<file path="config.mk">
export PLATFORM = sky130hd
export DESIGN_NAME = rp_mtimer
export DESIGN_NICKNAME = d
export VERILOG_FILES = /design/src/rtl/rp_mtimer_pkg.sv /design/src/rtl/rp_prescaler.sv /design/src/rtl/rp_mtimer.sv
export SDC_FILE = /design/constraint.sdc
export NUM_CORES = 1
export LEC_CHECK = 0
export BUFFER_PORTS_ARGS = -buffer_cell sky130_fd_sc_hd__clkbuf_2
export CELL_PAD_IN_SITES_DETAIL_PLACEMENT = 1
export CELL_PAD_IN_SITES_GLOBAL_PLACEMENT = 1
export CORE_ASPECT_RATIO = 2
export CORE_UTILIZATION = 42
export CTS_CLUSTER_DIAMETER = 50
export DETAILED_ROUTE_END_ITERATION = 6
export HOLD_SLACK_MARGIN = 0.1
export PLACE_DENSITY_LB_ADDON = 0.1
export SLEW_MARGIN = 20
export SYNTH_ARGS = -nofsm -noshare
export SYNTH_HDL_FRONTEND = slang
export SYNTH_SLANG_ARGS = --single-unit
export TNS_END_PERCENT = 50
</file>
<file path="constraint.sdc">
create_clock -name clk -period 2.4 [get_ports clk]
set_clock_uncertainty 0.05 [all_clocks]
set_input_delay 0.48 -clock clk [delete_from_list [all_inputs] [get_ports clk]]
set_output_delay 0.48 -clock clk [all_outputs]
set_load 0.005 [all_outputs]
</file>
<file path="src/rtl/rp_mtimer_pkg.sv">
// Shared constants, register image types and helpers for the rp_mtimer machine timer.
package rp_mtimer_pkg;

    localparam int unsigned DW   = 32;
    localparam int unsigned DSW  = DW / 8;
    localparam int unsigned AW   = 5;
    localparam int unsigned PW   = 16;
    localparam int unsigned IDXW = AW - 2;
    localparam int unsigned TW   = 64;

    // Word indices on the data bus
    localparam logic [IDXW-1:0] MTIME_LO    = IDXW'(0);
    localparam logic [IDXW-1:0] MTIME_HI    = IDXW'(1);
    localparam logic [IDXW-1:0] MTIMECMP_LO = IDXW'(2);
    localparam logic [IDXW-1:0] MTIMECMP_HI = IDXW'(3);
    localparam logic [IDXW-1:0] CTRL        = IDXW'(4);

    typedef struct packed {
        logic [PW-1:0] div;
        logic          en;
    } ctrl_t;

    localparam logic [TW-1:0] MTIMECMP_RST = 64'hFFFF_FFFF_FFFF_FFFF;
    localparam ctrl_t         CTRL_RST     = '{div: '0, en: 1'b0};

    // Replace the byte lanes of old_w selected by sel with the lanes of new_w
    function automatic logic [DW-1:0] byte_merge(
        input logic [DW-1:0]  old_w,
        input logic [DW-1:0]  new_w,
        input logic [DSW-1:0] sel
    );
        logic [DW-1:0] res;
        res = old_w;
        for (int i = 0; i < int'(DSW); i++) begin
            if (sel[i]) begin
                res[8*i +: 8] = new_w[8*i +: 8];
            end
        end
        return res;
    endfunction

    // Bus view of ctrl: div in the upper half, en in bit 0, everything else 0
    function automatic logic [DW-1:0] ctrl_to_word(input ctrl_t c);
        return {c.div, {(DW-PW-1){1'b0}}, c.en};
    endfunction

endpackage

</file>
<file path="src/rtl/rp_prescaler.sv">
// Tick generator: one tick every div+1 enabled cycles; clr restarts the count.
module rp_prescaler
    import rp_mtimer_pkg::*;
(
    input  logic          clk,
    input  logic          rst,
    input  logic          en,
    input  logic [PW-1:0] div,
    input  logic          clr,
    output logic          tick
);

    logic [PW-1:0] cnt_q;
    logic [PW-1:0] cnt_d;

    // tick is combinational so the counter can use it in the same cycle
    always_comb begin
        tick  = en && (cnt_q == div);
        cnt_d = cnt_q;
        if (clr) begin
            cnt_d = '0;
        end else if (tick) begin
            cnt_d = '0;
        end else if (en) begin
            cnt_d = cnt_q + PW'(1);
        end
    end

    always_ff @(posedge clk) begin
        if (rst) begin
            cnt_q <= '0;
        end else begin
            cnt_q <= cnt_d;
        end
    end

endmodule

</file>
<file path="src/rtl/rp_mtimer.sv">
// Machine timer: 64-bit prescaled mtime, mtimecmp, level interrupt and a
// zero-wait-state data-bus responder with an atomic hi-word read shadow.
module rp_mtimer
    import rp_mtimer_pkg::*;
(
    input  logic           clk,
    input  logic           rst,
    input  logic           bus_req,
    input  logic           bus_wen,
    input  logic [DSW-1:0] bus_sel,
    input  logic [AW-1:0]  bus_adr,
    input  logic [DW-1:0]  bus_wdt,
    output logic [DW-1:0]  bus_rdt,
    output logic           bus_ack,
    output logic           irq_timer
);

    logic [TW-1:0]   mtime_q,    mtime_d;
    logic [TW-1:0]   mtimecmp_q, mtimecmp_d;
    ctrl_t           ctrl_q,     ctrl_d;
    logic [DW-1:0]   shadow_q,   shadow_d;
    logic [DW-1:0]   rdt_q,      rdt_d;
    logic            ack_q,      ack_d;
    logic            irq_q,      irq_d;

    logic            xfer;
    logic            wr;
    logic            rd;
    logic            ctrl_wr;
    logic            tick;
    logic [IDXW-1:0] idx;
    logic [DW-1:0]   ctrl_wr_word;
    logic            unused_bits;

    assign xfer         = bus_req && ack_q;
    assign wr           = xfer && bus_wen;
    assign rd           = xfer && !bus_wen;
    assign idx          = bus_adr[AW-1:2];
    assign ctrl_wr      = wr && (idx == CTRL);
    assign ctrl_wr_word = byte_merge(ctrl_to_word(ctrl_q), bus_wdt, bus_sel);
    assign unused_bits  = ^{bus_adr[1:0], ctrl_wr_word[DW-PW-1:1]};

    rp_prescaler u_prescaler (
        .clk  (clk),
        .rst  (rst),
        .en   (ctrl_q.en),
        .div  (ctrl_q.div),
        .clr  (ctrl_wr),
        .tick (tick)
    );

    // Next-state: a write to an mtime half overrides (and drops) a coincident tick
    always_comb begin
        mtime_d    = mtime_q;
        mtimecmp_d = mtimecmp_q;
        ctrl_d     = ctrl_q;
        shadow_d   = shadow_q;
        rdt_d      = rdt_q;
        ack_d      = 1'b1;
        irq_d      = (mtime_q >= mtimecmp_q);

        if (tick) begin
            mtime_d = mtime_q + TW'(1);
        end

        if (wr) begin
            case (idx)
                MTIME_LO: begin
                    mtime_d = {mtime_q[TW-1:DW], byte_merge(mtime_q[DW-1:0], bus_wdt, bus_sel)};
                end
                MTIME_HI: begin
                    mtime_d = {byte_merge(mtime_q[TW-1:DW], bus_wdt, bus_sel), mtime_q[DW-1:0]};
                end
                MTIMECMP_LO: begin
                    mtimecmp_d[DW-1:0] = byte_merge(mtimecmp_q[DW-1:0], bus_wdt, bus_sel);
                end
                MTIMECMP_HI: begin
                    mtimecmp_d[TW-1:DW] = byte_merge(mtimecmp_q[TW-1:DW], bus_wdt, bus_sel);
                end
                CTRL: begin
                    ctrl_d.div = ctrl_wr_word[DW-1:DW-PW];
                    ctrl_d.en  = ctrl_wr_word[0];
                end
                default: begin
                end
            endcase
        end

        if (rd) begin
            case (idx)
                MTIME_LO: begin
                    rdt_d    = mtime_q[DW-1:0];
                    shadow_d = mtime_q[TW-1:DW];
                end
                MTIME_HI:    rdt_d = shadow_q;
                MTIMECMP_LO: rdt_d = mtimecmp_q[DW-1:0];
                MTIMECMP_HI: rdt_d = mtimecmp_q[TW-1:DW];
                CTRL:        rdt_d = ctrl_to_word(ctrl_q);
                default:     rdt_d = '0;
            endcase
        end
    end

    always_ff @(posedge clk) begin
        if (rst) begin
            mtime_q    <= '0;
            mtimecmp_q <= MTIMECMP_RST;
            ctrl_q     <= CTRL_RST;
            shadow_q   <= '0;
            rdt_q      <= '0;
            ack_q      <= 1'b0;
            irq_q      <= 1'b0;
        end else begin
            mtime_q    <= mtime_d;
            mtimecmp_q <= mtimecmp_d;
            ctrl_q     <= ctrl_d;
            shadow_q   <= shadow_d;
            rdt_q      <= rdt_d;
            ack_q      <= ack_d;
            irq_q      <= irq_d;
        end
    end

    assign bus_rdt   = rdt_q;
    assign bus_ack   = ack_q;
    assign irq_timer = irq_q;

endmodule
</file>
Yosys cells after proc, flatten, opt, wreduce, memory -nomap -nowiden
Cells that the tools add are included.
{"block": "totals", "register_bits": 227, "out_inout_bits": 34, "in_bits": 45, "wordCells": 79}
{"block": "classes", "muxes": 9, "n_reduce_logical": 28, "eq_ne": 15, "magnitude_cmp": 1, "n_addsub": 2}
{"cell": "32-bit one-hot mux with 5 select lines", "count": 1}
{"cell": "64-bit 2-to-1 mux", "count": 2}
{"cell": "64-bit one-hot mux with 2 select lines", "count": 1}
{"cell": "64-bit by 1-bit adder with 64-bit output, second input constant", "count": 1}
{"cell": "64-bit >= comparator", "count": 1}
{"cell": "3-bit AND reduction", "count": 11}
{"cell": "8-bit 2-to-1 mux", "count": 4}
{"cell": "3-bit != test, second input constant", "count": 8}
{"cell": "2-bit AND reduction", "count": 9}
{"cell": "16-bit by 1-bit adder with 16-bit output, second input constant", "count": 1}
{"cell": "16-bit equality test", "count": 1}
{"cell": "3-bit by 2-bit equality test with 1-bit output, second input constant", "count": 2}
{"cell": "1-bit logical AND", "count": 5}
{"cell": "2-bit != test, second input constant", "count": 2}
{"cell": "3-bit by 1-bit equality test with 1-bit output, second input constant", "count": 1}
{"cell": "3-bit equality test, second input constant", "count": 1}
{"cell": "3-bit logical NOT", "count": 1}
{"cell": "3-bit OR reduction", "count": 1}
{"cell": "1-bit logical NOT", "count": 1}
{"cell": "1-bit 2-to-1 mux", "count": 1}

Logic depth before layout (Yosys ltp)
{"block": "depth", "depth_word": 5, "ltp_mapped": 10}

Cells and area by module
From an unflattened synthesis, not the netlist that was laid out.
{"block": "unflattened", "hier_cells": 1608, "hier_area_um2": 12714.7}
{"module": "rp_mtimer", "area_each_um2": 11718.7, "instances": 1, "cells_per_inst": 1506}
{"module": "rp_prescaler", "area_each_um2": 996.0, "instances": 1, "cells_per_inst": 102}

Worst setup path before layout
Ideal clock, no wire load.
{"block": "synth_path", "kind": "register -> register", "from": "reg mtime_q[16]", "to": "reg mtime_q[53]", "period_less_slack_ns": 2.468, "required_ns": 2.280, "path_slack_ns": -0.068, "path_stages_with_launch": 8, "arrival_ns": 2.348, "path_cell_list": "dfxtp_1 nand4_2 or4_4 nor4_4 nand4_2 or4_4 nand2b_1 a21oi_1"}
{"block": "synth_between", "elab_chain_cells": 4}
{"element": "start: declaration", "line": "rp_mtimer.sv:18", "source": "logic [TW-1:0] mtime_q, mtime_d;"}
{"element": "start signal: assignment", "line": "rp_mtimer.sv:114", "source": "mtime_q <= mtime_d;"}
{"element": "64-bit by 1-bit adder with 64-bit output *", "line": "rp_mtimer.sv:63", "source": "mtime_d = mtime_q + TW'(1);"}
{"element": "64-bit 2-to-1 mux *", "line": "rp_mtimer.sv:62", "source": "if (tick) begin"}
{"element": "64-bit one-hot mux with 2 select lines", "line": "rp_mtimer.sv:67", "source": "case (idx)"}
{"element": "64-bit 2-to-1 mux *", "line": "rp_mtimer.sv:66", "source": "if (wr) begin"}
Mark *: on every way between the ends. The rest lies on a longest branch, timed or not.
A chain may end at the register's enable or synchronous reset.

Worst setup path after layout
{"block": "layout_path", "from": "reg mtime_q[18]", "to": "reg mtime_q[63]"}
Same word-level chain as after synthesis.

==> flow_summary.yaml <==
timing:
  final.min_clock_period_ps: 2570
  drv_slew: 0
  setup_violations: 25
  finalCritPeriodShare_pct: 107
  totalNegativeSetupSlack_ps: -1730
  fmax_mhz: 389
  fin_ws_ps: -169
  final_hold_viol_count: 0
  rsz0062_at_grt: "true"
  worstMarginPinSlew_ps: 675
  slew_headroom_pct: 54.6
cells_and_area:
  layout-drive-gt1-share_pct: 26.7
  n_fill_cell: 3594
  n_antenna_cell: 0
  nets: 1948
  regArea_sq_mm: 0.00456
  final_util_pct: 55.5
  syn2layout_area_growth_pct: 29.9
  stdcell_area_sq_mm: 0.0164
  multiInputGateArea_sq_mm: 0.00782
synth:
  syn_inst: 1579
  synth-edff-count: 0
  yosysSeqAreaShare_pct: 35.9
  synth_most_common_cell: "dfxtp_1"
  synth-main-ff-cell: "dfxtp_1"
  synth_fp_nets: 1690
  synth_cell_types: 73
  syn_area_sq_mm: 0.0127
  yosysWarnings: 0
  yosys-top-cells-area: "dfxtp_1, nand2_1, ha_1"
  ys_ff_latch: 227
  yosys-top-cells-count: "dfxtp_1, nand2_1, a21oi_1"
  synth_top_area_share_pct: 35.9
  synth_top_cell_by_area: "dfxtp_1"
  async_flop_share_pct: 0
  avgSynthCellArea_sq_um: 8.02
pwr:
  p_int_mw: 6.33
  p_leak_nw: 7.01
  p_sw_mw: 2.22
  power_frac_comb_pct: 8.1
  p_clk_share_pct: 47.1
  power.total_mw: 8.56
  switching_share_pct: 26.0
  seqPwrFrac_pct: 44.8
  vdd_ir_drop_max_uv: 550
  power.density_mw_per_mm2: 520
clock_network:
  cts_hold_buf: 0
  cts_buffers: 25
  cts_htree_levels: 1
  clock-sinks: 227
  insertion_delay_ps: 550
  cts_tree: "done"
  clkTransAtPathRegs_ps: 60
  clock_path_buffers: 3
  cts-root-buf: "clkbuf_16"
min_path:
  hp-class: "input port to flop"
placed_design:
  numPortBuffers: 76
  gp_congestion: 0.948
  dpl_cell_area_sq_mm: 0.0150
  dpl.hpwl_mm: 41.4
grt:
  grt_pass1_vias: 14500
  antenna_found_initial: 1
  grt_max_degree: 130
  grt_usage_pct: 35.9
  overflow: 0
  grt_pass1_wl_mm: 83.7
floorplanning:
  row_count: 89
  core_sq_mm: 0.0296
  dieArea_sq_mm: 0.0309
  die_x_um: 125
  top_level_ports: 79
  initial_core_util_pct: 42.8
  fp.dieH_um: 248
run_status:
  violations: "design-rule violations, negative setup slack"
  status: "finished, violations left"
worst_setup_path:
  critPathLaunchType: "flop"
  crit_arrival_ps: 2920
  endpoint_kind: "flop"
  required_ps: 2750
  critPathKind: "flop to flop"
  cp_max_fo: 10
routing:
  antenna_left: 0
  drt_pass1_iterations: 7
  drt-total-wl_mm: 55.4
  drc: 8
  drt-initial-drc-count: 765
  avgViaCountPerCell: 6.18
  vias: 13700
  wire_per_inst_um: 25.0
run:
  drv_cap: 0
-- kinds of logic (layout without fill, tap and decap cells) --
logic type	count (synthesis)	in the layout	synth area share, %
simple gates	596	596	22.6
compound gates	425	425	21.9
flops	227	227	35.9
buf+inv	194	469	6.35
fa+ha+maj	66	66	6.52
xor+xnor	37	37	2.56
mux	34	34	4.17
-- final timing paths --
check                                 from                          end  slack (ps)  cells past startpoint
setup / recovery  mtime_q[18]$_SDFFE_PP0P_     mtime_q[63]$_SDFFE_PP0P_        -170                      9
hold / removal                  bus_wdt[8]  mtimecmp_q[40]$_SDFFE_PP1P_         180                      3
setup reg to reg  mtime_q[18]$_SDFFE_PP0P_     mtime_q[63]$_SDFFE_PP0P_        -170                      9
hold reg to reg   shadow_q[8]$_SDFFE_PP0P_     shadow_q[8]$_SDFFE_PP0P_         410                      2
-- power groups by stage --
stage	Clock, mW	Sequential, mW	Combinational [mW]
after floorplan	0	3.92	0.316
after global placement	0	3.92	0.653
after detailed placement	0	3.92	0.667
after CTS	4.09	3.83	0.674
after global routing	4.23	3.84	0.731
final	4.03	3.84	0.693
-- placed cells by master (no fill, tap or decap), types with 6 or more instances in the layout --
cell type,synthesis,layout
buf_4,3,229
dfxtp_1,227,215
and4_1,6,6
o22ai_1,26,26
dfxtp_2,0,12
a31oi_1,14,12
inv_1,101,100
and3_1,18,18
nor2_1,120,113
nor3_2,0,16
o211ai_1,64,64
nor4_4,3,7
a21o_1,8,8
mux4_2,15,15
o21ai_1,0,7
xnor2_2,0,6
clkbuf_2,1,74
nand2_1,222,221
nor4_2,1,8
a211oi_1,20,15
a211oi_2,1,6
mux2i_1,19,19
o31a_1,6,6
xnor2_1,32,26
ha_1,66,66
a32oi_1,7,6
a21oi_1,128,126
nor4_1,23,12
buf_6,3,10
o21ai_0,52,43
nand4_1,28,28
or3_1,12,8
nand3_1,78,75
clkbuf_16,0,25
nand2b_1,8,6
buf_12,0,9
nor3_1,42,25
a22oi_1,53,53
-- per-layer routing --
metal  vias to the layer above  routed length, um  GRT usage, %
met5                         -                 13             0
met4                         2               5150          31.0
met3                       217               2490          3.47
met2                       461              28800          67.1
met1                      6755              19000          35.7
li1                       6265                  -             -
-- cell type report --
class | instances | share of cell area [%]
sequential | 227 | 27.7
multi-input combinational | 1158 | 47.6
inverter | 102 | 2.33
clock buffer | 28 | 3.93
tap | 364 | 2.77
clock inverter | 16 | 1.17
timing repair buffer | 323 | 14.5
-- critical path, cell delays in order, from the launching register on --
cell and delay, ps:
dfxtp_2 350, nand4_4 120, or4_4 570, nor4_4 200, buf_4 180, nand4_4 150, buf_12 210, nor4_4 290
xnor2_1 180, a211oi_2 100
-- metrics by stage --
stage,std cells,hold WS (ps),worst slack (ps)
after floorplan,1579,383,-9.06
after global placement,2161,388,-260
after detailed placement,2161,399,-285
after CTS,2211,172,-121
after global routing,2218,206,-253
final,2218,180,-169
-- repair_timing --
action                                  in CTS  in global routing
pin swaps                                   15                 23
gates resized for setup                     56                 65
cloned                                       1                  0
endpoints found under the setup margin      66                 69
setup buffers                                5                  7
-- flip-flops by register name, summed over array words and instances, names as in the netlist --
signal / count
bus_ack: 1
bus_rdt: 32
ctrl_q: 17
irq_timer: 1
mtime_q: 64
mtimecmp_q: 64
shadow_q: 32
u_prescaler.cnt_q: 16
No activity file was read; power rests on OpenSTA's default activity.
